## config.mk

```make
export PLATFORM = sky130hd
export DESIGN_NAME = mult_div_ctrl
export DESIGN_NICKNAME = d
export VERILOG_FILES = /design/src/rtl/mult_div_ctrl.sv
export SDC_FILE = /design/constraint.sdc
export NUM_CORES = 1
export LEC_CHECK = 0
export CAP_MARGIN = 20
export CORE_MARGIN = 5
export CORE_UTILIZATION = 64
export CTS_CLUSTER_DIAMETER = 40
export DETAILED_ROUTE_END_ITERATION = 10
export GPL_ROUTABILITY_DRIVEN = 1
export PLACE_DENSITY = 0.91
export SLEW_MARGIN = 10
export SYNTH_ARGS = -nofsm -noshare
export SYNTH_HDL_FRONTEND = slang
export SYNTH_SLANG_ARGS = --single-unit
export TNS_END_PERCENT = 100
```

## constraint.sdc

```tcl
create_clock -name clk -period 8.1 [get_ports clk]
set_input_delay 1.62 -clock clk [delete_from_list [all_inputs] [get_ports clk]]
set_output_delay 1.62 -clock clk [all_outputs]
set_load 0.1 [all_outputs]
```

## src/rtl/mult_div_ctrl.sv

```systemverilog
// Multi-cycle multiply/divide unit that owns the architectural HI/LO registers.
// A multiply takes 32 shift-add steps and a divide takes 32 restoring
// shift-subtract steps. Both run on operand magnitudes, and a single FIX
// cycle at the end applies the sign and writes HI/LO.
module mult_div_ctrl (
    input  logic        clk,
    input  logic        reset,
    input  logic        start,
    input  logic [5:0]  funct,
    input  logic [31:0] rs_data,
    input  logic [31:0] rt_data,
    output logic        busy,
    output logic        done,
    output logic        div_by_zero,
    output logic [31:0] hi,
    output logic [31:0] lo
);

    localparam logic [5:0] F_MULT  = 6'b011000;
    localparam logic [5:0] F_MULTU = 6'b011001;
    localparam logic [5:0] F_DIV   = 6'b011010;
    localparam logic [5:0] F_DIVU  = 6'b011011;
    localparam logic [5:0] F_MTHI  = 6'b010001;
    localparam logic [5:0] F_MTLO  = 6'b010011;

    typedef enum logic [1:0] {S_IDLE, S_MUL, S_DIV, S_FIX} state_t;

    state_t      state_q, state_d;
    logic [4:0]  cnt_q, cnt_d;
    logic [31:0] op_q, op_d;        // multiplicand (MUL) or divisor (DIV) magnitude
    logic [63:0] prod_q, prod_d;    // MUL: {partial, multiplier}; DIV: {remainder, quotient}
    logic        neg_lo_q, neg_lo_d;
    logic        neg_hi_q, neg_hi_d;
    logic        is_div_q, is_div_d;
    logic        dbz_flag_q, dbz_flag_d;
    logic [31:0] hi_q, hi_d;
    logic [31:0] lo_q, lo_d;
    logic        done_q, done_d;
    logic        dbz_q, dbz_d;

    // Operand decode and magnitudes (signed ops take the two's-complement absolute value)
    logic        is_signed;
    logic [31:0] a_mag, b_mag;
    assign is_signed = (funct == F_MULT) || (funct == F_DIV);
    assign a_mag     = (is_signed && rs_data[31]) ? (32'd0 - rs_data) : rs_data;
    assign b_mag     = (is_signed && rt_data[31]) ? (32'd0 - rt_data) : rt_data;

    // Shift-add step: add the multiplicand into the top half when the multiplier LSB is set
    logic [32:0] mul_sum;
    logic [63:0] mul_next;
    assign mul_sum  = {1'b0, prod_q[63:32]} + {1'b0, op_q};
    assign mul_next = prod_q[0] ? {mul_sum, prod_q[31:1]} : {1'b0, prod_q[63:1]};

    // Restoring divide step: shift in the next dividend bit, subtract if it fits
    logic [32:0] div_shift;
    logic        div_ge;
    logic [31:0] div_diff;
    logic [63:0] div_next;
    assign div_shift = prod_q[63:31];
    assign div_ge    = (div_shift >= {1'b0, op_q});
    assign div_diff  = div_shift[31:0] - op_q;
    assign div_next  = div_ge ? {div_diff, prod_q[30:0], 1'b1}
                              : {div_shift[31:0], prod_q[30:0], 1'b0};

    // Sign-corrected results
    logic [63:0] prod_neg;
    logic [31:0] quo_fix, rem_fix;
    assign prod_neg = 64'd0 - prod_q;
    assign quo_fix  = neg_lo_q ? (32'd0 - prod_q[31:0])  : prod_q[31:0];
    assign rem_fix  = neg_hi_q ? (32'd0 - prod_q[63:32]) : prod_q[63:32];

    // Next-state and datapath control
    always_comb begin
        state_d    = state_q;
        cnt_d      = cnt_q;
        op_d       = op_q;
        prod_d     = prod_q;
        neg_lo_d   = neg_lo_q;
        neg_hi_d   = neg_hi_q;
        is_div_d   = is_div_q;
        dbz_flag_d = dbz_flag_q;
        hi_d       = hi_q;
        lo_d       = lo_q;
        done_d     = 1'b0;
        dbz_d      = 1'b0;
        unique case (state_q)
            S_IDLE: begin
                if (start) begin
                    case (funct)
                        F_MULT, F_MULTU: begin
                            op_d       = a_mag;
                            prod_d     = {32'd0, b_mag};
                            neg_lo_d   = is_signed & (rs_data[31] ^ rt_data[31]);
                            neg_hi_d   = 1'b0;
                            is_div_d   = 1'b0;
                            dbz_flag_d = 1'b0;
                            cnt_d      = 5'd0;
                            state_d    = S_MUL;
                        end
                        F_DIV, F_DIVU: begin
                            is_div_d = 1'b1;
                            cnt_d    = 5'd0;
                            if (rt_data == 32'd0) begin
                                dbz_flag_d = 1'b1;
                                state_d    = S_FIX;
                            end else begin
                                op_d       = b_mag;
                                prod_d     = {32'd0, a_mag};
                                neg_lo_d   = is_signed & (rs_data[31] ^ rt_data[31]);
                                neg_hi_d   = is_signed & rs_data[31];
                                dbz_flag_d = 1'b0;
                                state_d    = S_DIV;
                            end
                        end
                        F_MTHI:  hi_d = rs_data;
                        F_MTLO:  lo_d = rs_data;
                        default: ;
                    endcase
                end
            end
            S_MUL: begin
                prod_d = mul_next;
                cnt_d  = cnt_q + 5'd1;
                if (cnt_q == 5'd31) state_d = S_FIX;
            end
            S_DIV: begin
                prod_d = div_next;
                cnt_d  = cnt_q + 5'd1;
                if (cnt_q == 5'd31) state_d = S_FIX;
            end
            S_FIX: begin
                if (dbz_flag_q) begin
                    dbz_d = 1'b1;
                end else if (is_div_q) begin
                    lo_d = quo_fix;
                    hi_d = rem_fix;
                end else begin
                    {hi_d, lo_d} = neg_lo_q ? prod_neg : prod_q;
                end
                done_d  = 1'b1;
                state_d = S_IDLE;
            end
            default: state_d = S_IDLE;
        endcase
    end

    // State and datapath registers with synchronous reset
    always_ff @(posedge clk) begin
        if (reset) begin
            state_q    <= S_IDLE;
            cnt_q      <= 5'd0;
            op_q       <= 32'd0;
            prod_q     <= 64'd0;
            neg_lo_q   <= 1'b0;
            neg_hi_q   <= 1'b0;
            is_div_q   <= 1'b0;
            dbz_flag_q <= 1'b0;
            hi_q       <= 32'd0;
            lo_q       <= 32'd0;
            done_q     <= 1'b0;
            dbz_q      <= 1'b0;
        end else begin
            state_q    <= state_d;
            cnt_q      <= cnt_d;
            op_q       <= op_d;
            prod_q     <= prod_d;
            neg_lo_q   <= neg_lo_d;
            neg_hi_q   <= neg_hi_d;
            is_div_q   <= is_div_d;
            dbz_flag_q <= dbz_flag_d;
            hi_q       <= hi_d;
            lo_q       <= lo_d;
            done_q     <= done_d;
            dbz_q      <= dbz_d;
        end
    end

    assign busy        = (state_q != S_IDLE);
    assign done        = done_q;
    assign div_by_zero = dbz_q;
    assign hi          = hi_q;
    assign lo          = lo_q;

endmodule

```

==> summary.md, run 1 <==
Synth
- 0.0151 mm2 — Post-Synthesis Cell Area
- 0 — number of flops mapped to enable cells by yosys
- 0 — yosys synthesis warning count
- 7.17 um2 — mean post-synth cell area
- 2111 — gate count of the mapped netlist
- 173 — synthesis-stage register bit count
- 0.229 — sequential-to-total area share from yosys stat
- 0 — Async SR Flop Fraction
- 2261 — synthesized netlist net count
- dfxtp_1 — dominant synthesized flop cell
- 77 — Synth cell types

GRT
- 89 — maximum number of pins on one net before global-route repair
- 87400 um — first-pass GRT wire length
- 1 — number of antenna violations at the first check in global routing
- 0.418 — aggregate global-route resource usage
- 15300 — via count of the first global-routing pass
- 0 — global route total overflow

STA
- 5.15 ns — Tmin final
- 0 — final hold vios
- false — unrepaired setup endpoints after global routing
- 0 — total count of max-transition violations in the final report
- 0.0143 ns — worst clock skew
- 0 ns — sum of negative setup slack
- 0 — Setup violations, final
- 0.194 GHz — highest achievable clock rate
- 1.09 ns — Worst Max-Slew Pin Slew
- 0.636 — period utilization
- 0.273 — worst rel slew slack
- 2.95 ns — worst setup slack after layout

Worst setup path
- 8.42 ns — critical path data required time
- buffers and inverters — Crit path max-delay family
- primary input — Worst Setup Start Kind
- register — type of destination of the critical path
- 13 — Reg2Reg Depth
- 67 — Critical Path Fanout Max
- in -> reg — kind of critical path
- 4 — number of buffer and inverter stages on the critical path
- 5.48 ns — critical path data arrival time
- 0.54 ns — maximum cell stage delay along the critical path
- clkdlybuf4s50_1 — cell at the slowest stage of the critical path
- prod_q[32]$_SDFFE_PP0P_ — worst flop-to-flop path startpoint
- prod_q[57]$_SDFFE_PP0P_ — capture point of the worst reg-to-reg path
- 3.80 ns — setup slack on the worst flop-to-flop path
- buf_4 — most prevalent standard cell on the critical path
- clkdlybuf4s50_1 -> nor4bb_1 -> buf_4 -> and2_2 -> buf_4 -> nand2_1 -> o31ai_4 -> buf_4 -> nor3b_1 -> and2_1 -> and2_0 -> a221oi_1 -> o21ai_0 — CP cell instances

Hold path
- reg -> reg — class of the tightest hold or removal check
- hi[11]$_SDFFE_PP0P_ — Hold Startpoint
- 2 — Min-Delay Path Depth
- hi[11]$_SDFFE_PP0P_ — worst hold path endpoint

Clocking
- clkbuf_16 — clock root cell
- 2 — number of buffers on the longest clock path
- 4 — CTS H-tree depth
- 0.07 ns — clock transition time at the flip-flop clock pins of the worst setup and hold paths
- 0.45 ns — clock latency at the later pin of the worst-skew pair
- 17 — number of buffers created by CTS
- 173 — number of sinks driven by the clock tree
- 0 — count of instances resized after the clock tree is built
- yes — clock tree from TritonCTS
- 0 — post-CTS setup buffer count
- 0 — Hold Buf Count CTS

Power and ir drop
- 2.50 mW — switching component of the power
- 0.554 — combinational fraction of design power
- 6.62 nW — Leak
- 0.256 — proportion of power drawn by flip-flops and latches
- 0.523 — net switching fraction of the power
- 279 mW/mm2 — power density of the placed cells
- 0.251 mV — Worst IR Drop VDD
- 2.28 mW — Internal Dissipation
- 0.190 — Clk network pwr share

Floorplan
- 164 um — height of the die
- 0.647 — starting density of the core
- 0.0268 mm2 — die area
- 140 — Boundary Pins
- 164 um — width of the chip
- 0.0234 mm2 — core footprint
- 56 — num rows

Route
- 23.5 um — routed length per instance
- 0 — number of antenna-violating nets in the routed design
- 0 — remaining routing DRC violations
- 8 — drt first pass iters
- 58000 um — routed wire length
- 17100 — vias
- 2988 — initial drt markers
- 6.91 — routed vias/inst

Status
- completed — outcome

Final layout
- 13.3% — Area growth, synth to finish
- 2472 — number of standard cells in the layout, taps in and fillers out
- 1953 — filler cell count
- 0.0469 — proportion of layout cells with a drive suffix above 1
- 2290 — number of nets in the layout

Placed design
- 1.05 — Placer Congestion
- 43800 um — detailed placement HPWL
- 2440 — placed insts
- 139 — I/O Buffers
- 2.65 ns — worst slack after detailed placement

Flow run
- 0 — maximum capacitance violations

[routing by layer]
layer / part of all wire / global-route usage / vias up
met4: 0.062 / 0.202 / 2
met1: 0.39 / 0.583 / 7807
met3: 0.16 / 0.117 / 225
met5: 0.00014 / 0 / -
met2: 0.39 / 0.593 / 1321
li1: - / - / 7724
[Yosys cell counts, types with 4 or more instances]
library cell / count / area (um2)
mux2i_1: 31 / 310
a41oi_1: 4 / 35.0
buf_1: 7 / 26.3
a222oi_1: 6 / 60.1
a31o_2: 5 / 43.8
a22oi_1: 38 / 285
o31ai_1: 28 / 210
nand4b_1: 4 / 35.0
o21ai_0: 139 / 696
o21a_1: 12 / 90.1
nor2_1: 218 / 818
o21bai_1: 9 / 67.6
mux2_2: 20 / 225
nor3_1: 39 / 195
and2_1: 16 / 100
inv_1: 69 / 259
or4_4: 4 / 45.0
xor2_1: 88 / 771
nand4_1: 15 / 93.8
o211ai_1: 31 / 233
dfxtp_1: 173 / 3460
clkbuf_1: 136 / 510
a21oi_1: 237 / 1190
a211oi_1: 73 / 548
a21boi_0: 4 / 30.0
a32oi_1: 4 / 35.0
nor2b_1: 15 / 93.8
nor4_1: 22 / 138
a21o_1: 32 / 240
xnor2_1: 80 / 701
a221oi_1: 9 / 78.8
and3_1: 8 / 50.1
or3_1: 16 / 100
a211o_1: 8 / 70.1
nor4b_1: 4 / 35.0
or2_2: 4 / 25.0
nand2_1: 252 / 946
ha_1: 75 / 938
nand2b_1: 14 / 87.6
or4_1: 13 / 97.6
nand3_1: 43 / 215
o41ai_1: 13 / 114
a22o_1: 18 / 158
a31oi_1: 17 / 106
[power by group through the flow]
stage          clock [mW]  sequential, mW  combinational (mW)
2_1_floorplan           0            1.75                1.36
3_3_place_gp            0            1.22                2.53
3_5_place_dp            0            1.23                2.57
4_1_cts             0.898            1.21                2.58
5_1_grt             0.935            1.23                2.79
6_report            0.906            1.22                2.65
[how the worst max path moves through the flow]
stage | startpoint | endpoint | depth (start not counted)
finish | funct[3] | prod_q[58]$_SDFFE_PP0P_ | 13
global route | start | prod_q[48]$_SDFFE_PP0P_ | 11
CTS | rt_data[0] | prod_q[58]$_SDFFE_PP0P_ | 13
detailed placement | funct[3] | prod_q[58]$_SDFFE_PP0P_ | 13
global placement | funct[3] | prod_q[60]$_SDFFE_PP0P_ | 13
floorplan | rt_data[15] | prod_q[60]$_SDFFE_PP0P_ | 11
[per-stage QoR]
step                      hold slack (ns)  instance area (um2)  utilization  power, mW
final                               0.473                17100        0.733       4.78
after global routing                0.506                17100        0.733       4.96
after CTS                           0.465                17100        0.733       4.68
after detailed placement            0.456                16500        0.706       3.79
after global placement              0.446                16500        0.706       3.74
after floorplan                     0.449                15100            -       3.11
[registers in the layout, indices dropped and copies added (netlist names)]
name / count
op_q: 32
neg_hi_q: 1
cnt_q: 5
dbz_flag_q: 1
is_div_q: 1
done: 1
lo: 32
state_q: 2
hi: 32
neg_lo_q: 1
div_by_zero: 1
prod_q: 64
[layout make-up]
cell class,count,area (um2),area share
diodes,1,2.50,0.000146
multi-input cells,1719,10800,0.633
clock buffers,17,425,0.0248
inverters,69,259,0.0151
flip-flops and latches,173,3460,0.202
clock inverters,14,201,0.0117
repair buffers,160,1550,0.0902
well taps,319,399,0.0233
[kinds of logic after synthesis]
| kind of cell | after synthesis | synth area share |
|---|---|---|
| AOI/OAI and AO/OA | 716 | 0.303 |
| and+or+nand+nor | 707 | 0.215 |
| buffers and inverters | 219 | 0.0559 |
| DFF | 173 | 0.229 |
| xor gates and xnor gates | 168 | 0.0972 |
| adders and majority gates | 77 | 0.0647 |
| muxes | 51 | 0.0354 |
[worst reg2reg max path: stages, from the launching register on]
cell and delay [ns]:
dfxtp_1 0.49, ha_1 0.27, inv_1 0.09, fa_1 0.42, nor2b_1 0.19, o211ai_1 0.17
a211oi_1 0.38, nor3_1 0.10, buf_4 0.18, o31ai_1 0.69, a221oi_1 0.27, o21a_1 0.30
or4b_2 0.62, nand3_1 0.10
[layout by cell type, fill, tap and decap left out, types with 17 or more instances in the layout]
cell type,instances
xnor2_1,80
clkbuf_16,17
a21oi_1,237
nor4_1,22
nor3_1,39
xor2_1,88
a21o_1,32
a22oi_1,38
nand3_1,43
a31oi_1,17
o21ai_0,138
mux2i_1,31
dfxtp_1,173
mux2_2,20
inv_1,69
nor2_1,217
nand2_1,252
o31ai_1,28
buf_4,22
ha_1,73
o211ai_1,31
clkdlybuf4s50_1,138
a22o_1,18
a211oi_1,73
Note: power is estimated with default switching activity, not from simulation.
==> run 2, diff against run 1 <==
--- a/config.mk
+++ b/config.mk
@@ -7,11 +7,11 @@
 export LEC_CHECK = 0
 export CAP_MARGIN = 20
 export CORE_MARGIN = 5
-export CORE_UTILIZATION = 64
+export CORE_UTILIZATION = 60
 export CTS_CLUSTER_DIAMETER = 40
 export DETAILED_ROUTE_END_ITERATION = 10
 export GPL_ROUTABILITY_DRIVEN = 1
-export PLACE_DENSITY = 0.91
+export PLACE_DENSITY = 0.86
 export SLEW_MARGIN = 10
 export SYNTH_ARGS = -nofsm -noshare
 export SYNTH_HDL_FRONTEND = slang
==> constraint.sdc (replaced) <==
create_clock -name clk -period 5.4 [get_ports clk]
set_input_delay 1.08 -clock clk [delete_from_list [all_inputs] [get_ports clk]]
set_output_delay 1.08 -clock clk [all_outputs]
set_load 0.1 [all_outputs]
==> summary.md, run 2 (synthesis results as in run 1) <==
STA
- 0 — total count of max-transition violations in the final report, unchanged
- 0 ns — sum of negative setup slack, unchanged
- 0.297 — worst rel slew slack, +0.0243
- 1.05 ns — Worst Max-Slew Pin Slew, -0.0363 ns
- 0.797 — period utilization
- false — unrepaired setup endpoints after global routing
- 0 — final hold vios, unchanged
- 0 — Setup violations, final, unchanged
- 4.30 ns — Tmin final
- 0.461 ns — Hold Slack, -0.0120 ns
- 0.232 GHz — highest achievable clock rate
- 0.0185 ns — worst clock skew, +0.00427 ns

Worst setup path
- 4.68 ns — critical path data arrival time, -0.80 ns
- 12 — Reg2Reg Depth, -1
- register — type of destination of the critical path
- primary input — Worst Setup Start Kind
- 5.78 ns — critical path data required time, -2.64 ns
- or4b_2 — cell at the slowest stage of the critical path
- clkdlybuf4s50_1 -> inv_1 -> ha_1 -> nor2b_1 -> nand4_1 -> nand3b_2 -> o31ai_4 -> buf_4 -> nand2_1 -> a21oi_1 -> or4b_2 -> nand3_1 — CP cell instances
- 0.60 ns — maximum cell stage delay along the critical path, +0.06 ns
- in -> reg — kind of critical path
- 40 — Critical Path Fanout Max, -40%

Final layout
- 2297 — number of nets in the layout, +0.31%
- 0.0505 — proportion of layout cells with a drive suffix above 1, +0.00353
- 13.5% — Area growth, synth to finish
- 64 — number of flip-flops in the largest register, unchanged
- 2490 — number of standard cells in the layout, taps in and fillers out, +0.73%
- nand2_1 (252), a21oi_1 (237), nor2_1 (217), dfxtp_1 (173) — most frequent cells in the layout
- prod_q — Biggest register
- nand2_1 — most common cell after layout, fill and taps aside
- 0.686 — final standard cell utilization of the core, -0.0465
- 0 — Antenna Diode Count, -1
- 2203 — filler cell count, +13%

Route
- 0 — remaining routing DRC violations, unchanged
- 23.7 um — routed length per instance, +0.85%
- 6.79 — routed vias/inst, -1.7%
- 2443 — initial drt markers, -18%
- 16900 — vias, -0.98%
- 0 — number of antenna-violating nets in the routed design, unchanged
- 58900 um — routed wire length, +1.6%
- 8 — drt first pass iters, unchanged

Clocking
- 2 — number of buffers on the longest clock path, unchanged
- 0.08 ns — clock transition time at the flip-flop clock pins of the worst setup and hold paths, about the same
- 173 — number of sinks driven by the clock tree, unchanged
- 0 — Hold Buf Count CTS, unchanged
- 0 — count of instances resized after the clock tree is built, unchanged
- 4 — CTS H-tree depth, unchanged
- 17 — number of buffers created by CTS, unchanged
- yes — clock tree from TritonCTS
- 0 — post-CTS setup buffer count, unchanged
- 0.45 ns — clock latency at the later pin of the worst-skew pair, about the same
- clkbuf_16 — clock root cell

Hold path
- reg -> reg — class of the tightest hold or removal check
- 2 — Min-Delay Path Depth, unchanged

GRT
- 1 — number of antenna violations at the first check in global routing, unchanged
- 15200 — via count of the first global-routing pass, -0.039%
- 0 — global route total overflow, unchanged
- 0.398 — aggregate global-route resource usage, -0.0205
- 89200 um — first-pass GRT wire length, +2.1%
- 87 — maximum number of pins on one net before global-route repair, -2.2%

Power and ir drop
- 0.184 — Clk network pwr share, -0.006
- 3.30 mW — Internal Dissipation, +45%
- 3.80 mW — switching component of the power, +52%
- 0.556 — combinational fraction of design power, +0.002
- 6.64 nW — Leak, +0.40%
- 413 mW/mm2 — power density of the placed cells, +48%
- 0.259 — proportion of power drawn by flip-flops and latches, +0.003
- 0.535 — net switching fraction of the power, +0.0117
- 0.441 mV — Worst IR Drop VDD, +76%
- 7.10 mW — Final Total Pwr, +49%

Floorplan
- 0.604 — starting density of the core, -0.0422
- 0.0250 mm2 — core footprint, +7.0%
- 58 — num rows, +3.6%
- 169 um — width of the chip, +3.1%
- 140 — Boundary Pins, unchanged
- 169 um — height of the die, +3.1%
- 0.0285 mm2 — die area, +6.3%

Placed design
- 44600 um — detailed placement HPWL, +2.0%
- 139 — I/O Buffers, unchanged
- 1.01 — Placer Congestion, -3.1%
- 2458 — placed insts, +0.74%

Status
- completed — outcome

Flow run
- 0 — maximum capacitance violations, unchanged

## run 2: cell types whose count changed in the layout (fill, tap and decap cells not counted), sizes merged
cell,change
diode,-1
buf,+7
inv,+2
clkinv,+3
clkinvlp,-1
bufinv,-3
## run 2: stage by stage
step	area (um2)	setup slack [ns]
after detailed placement	16600	0.725
after floorplan	15100	1.71
final	17200	1.10
after global routing	17200	0.940
after global placement	16600	0.858
after CTS	17200	1.17
## run 2: routing by layer
metal / vias up / share of wire / global-route usage / wire length [um]
li1: 7720 / - / - / -
met1: 7831 / 0.39 / 0.550 / 23200
met2: 1186 / 0.42 / 0.582 / 24500
met3: 174 / 0.14 / 0.0990 / 8090
met4: 0 / 0.054 / 0.184 / 3160
met5: - / 0 / 0 / 0
## run 2: path summary, 6_finish.rpt
kind / startpoint / to / slack (ns)
hold / removal: hi[11]$_SDFFE_PP0P_ / hi[11]$_SDFFE_PP0P_ / 0.46
setup reg to reg: prod_q[32]$_SDFFE_PP0P_ / prod_q[57]$_SDFFE_PP0P_ / 1.16
setup / recovery: rt_data[0] / prod_q[57]$_SDFFE_PP0P_ / 1.10
hold reg to reg: hi[11]$_SDFFE_PP0P_ / hi[11]$_SDFFE_PP0P_ / 0.46
## run 2: worst max-delay path: cells and delay by family
| family | cells | cell delay (ns) |
|---|---|---|
| adder cells (fa/ha/maj) | 1 | 0.16 |
| AND/OR/NAND/NOR | 6 | 1.92 |
| AO/OA/AOI/OAI | 2 | 0.53 |
| buffers and inverters | 3 | 1.00 |
## run 2: layout make-up
type	instances	area, um2	area share
well taps	330	413	0.0240
multi-input cells	1719	10800	0.631
inverters	69	259	0.0151
clock inverters	15	171	0.00998
repair buffers	167	1600	0.0931
flip-flops and latches	173	3460	0.202
clock buffers	17	425	0.0248
## run 2: power groups by stage
stage	registers, mW	logic, mW	clock network [mW]
floorplan	2.63	2.03	0
global route	1.86	4.17	1.36
detailed placement	1.85	3.85	0
finish	1.84	3.95	1.31
CTS	1.82	3.87	1.29
global placement	1.84	3.80	0
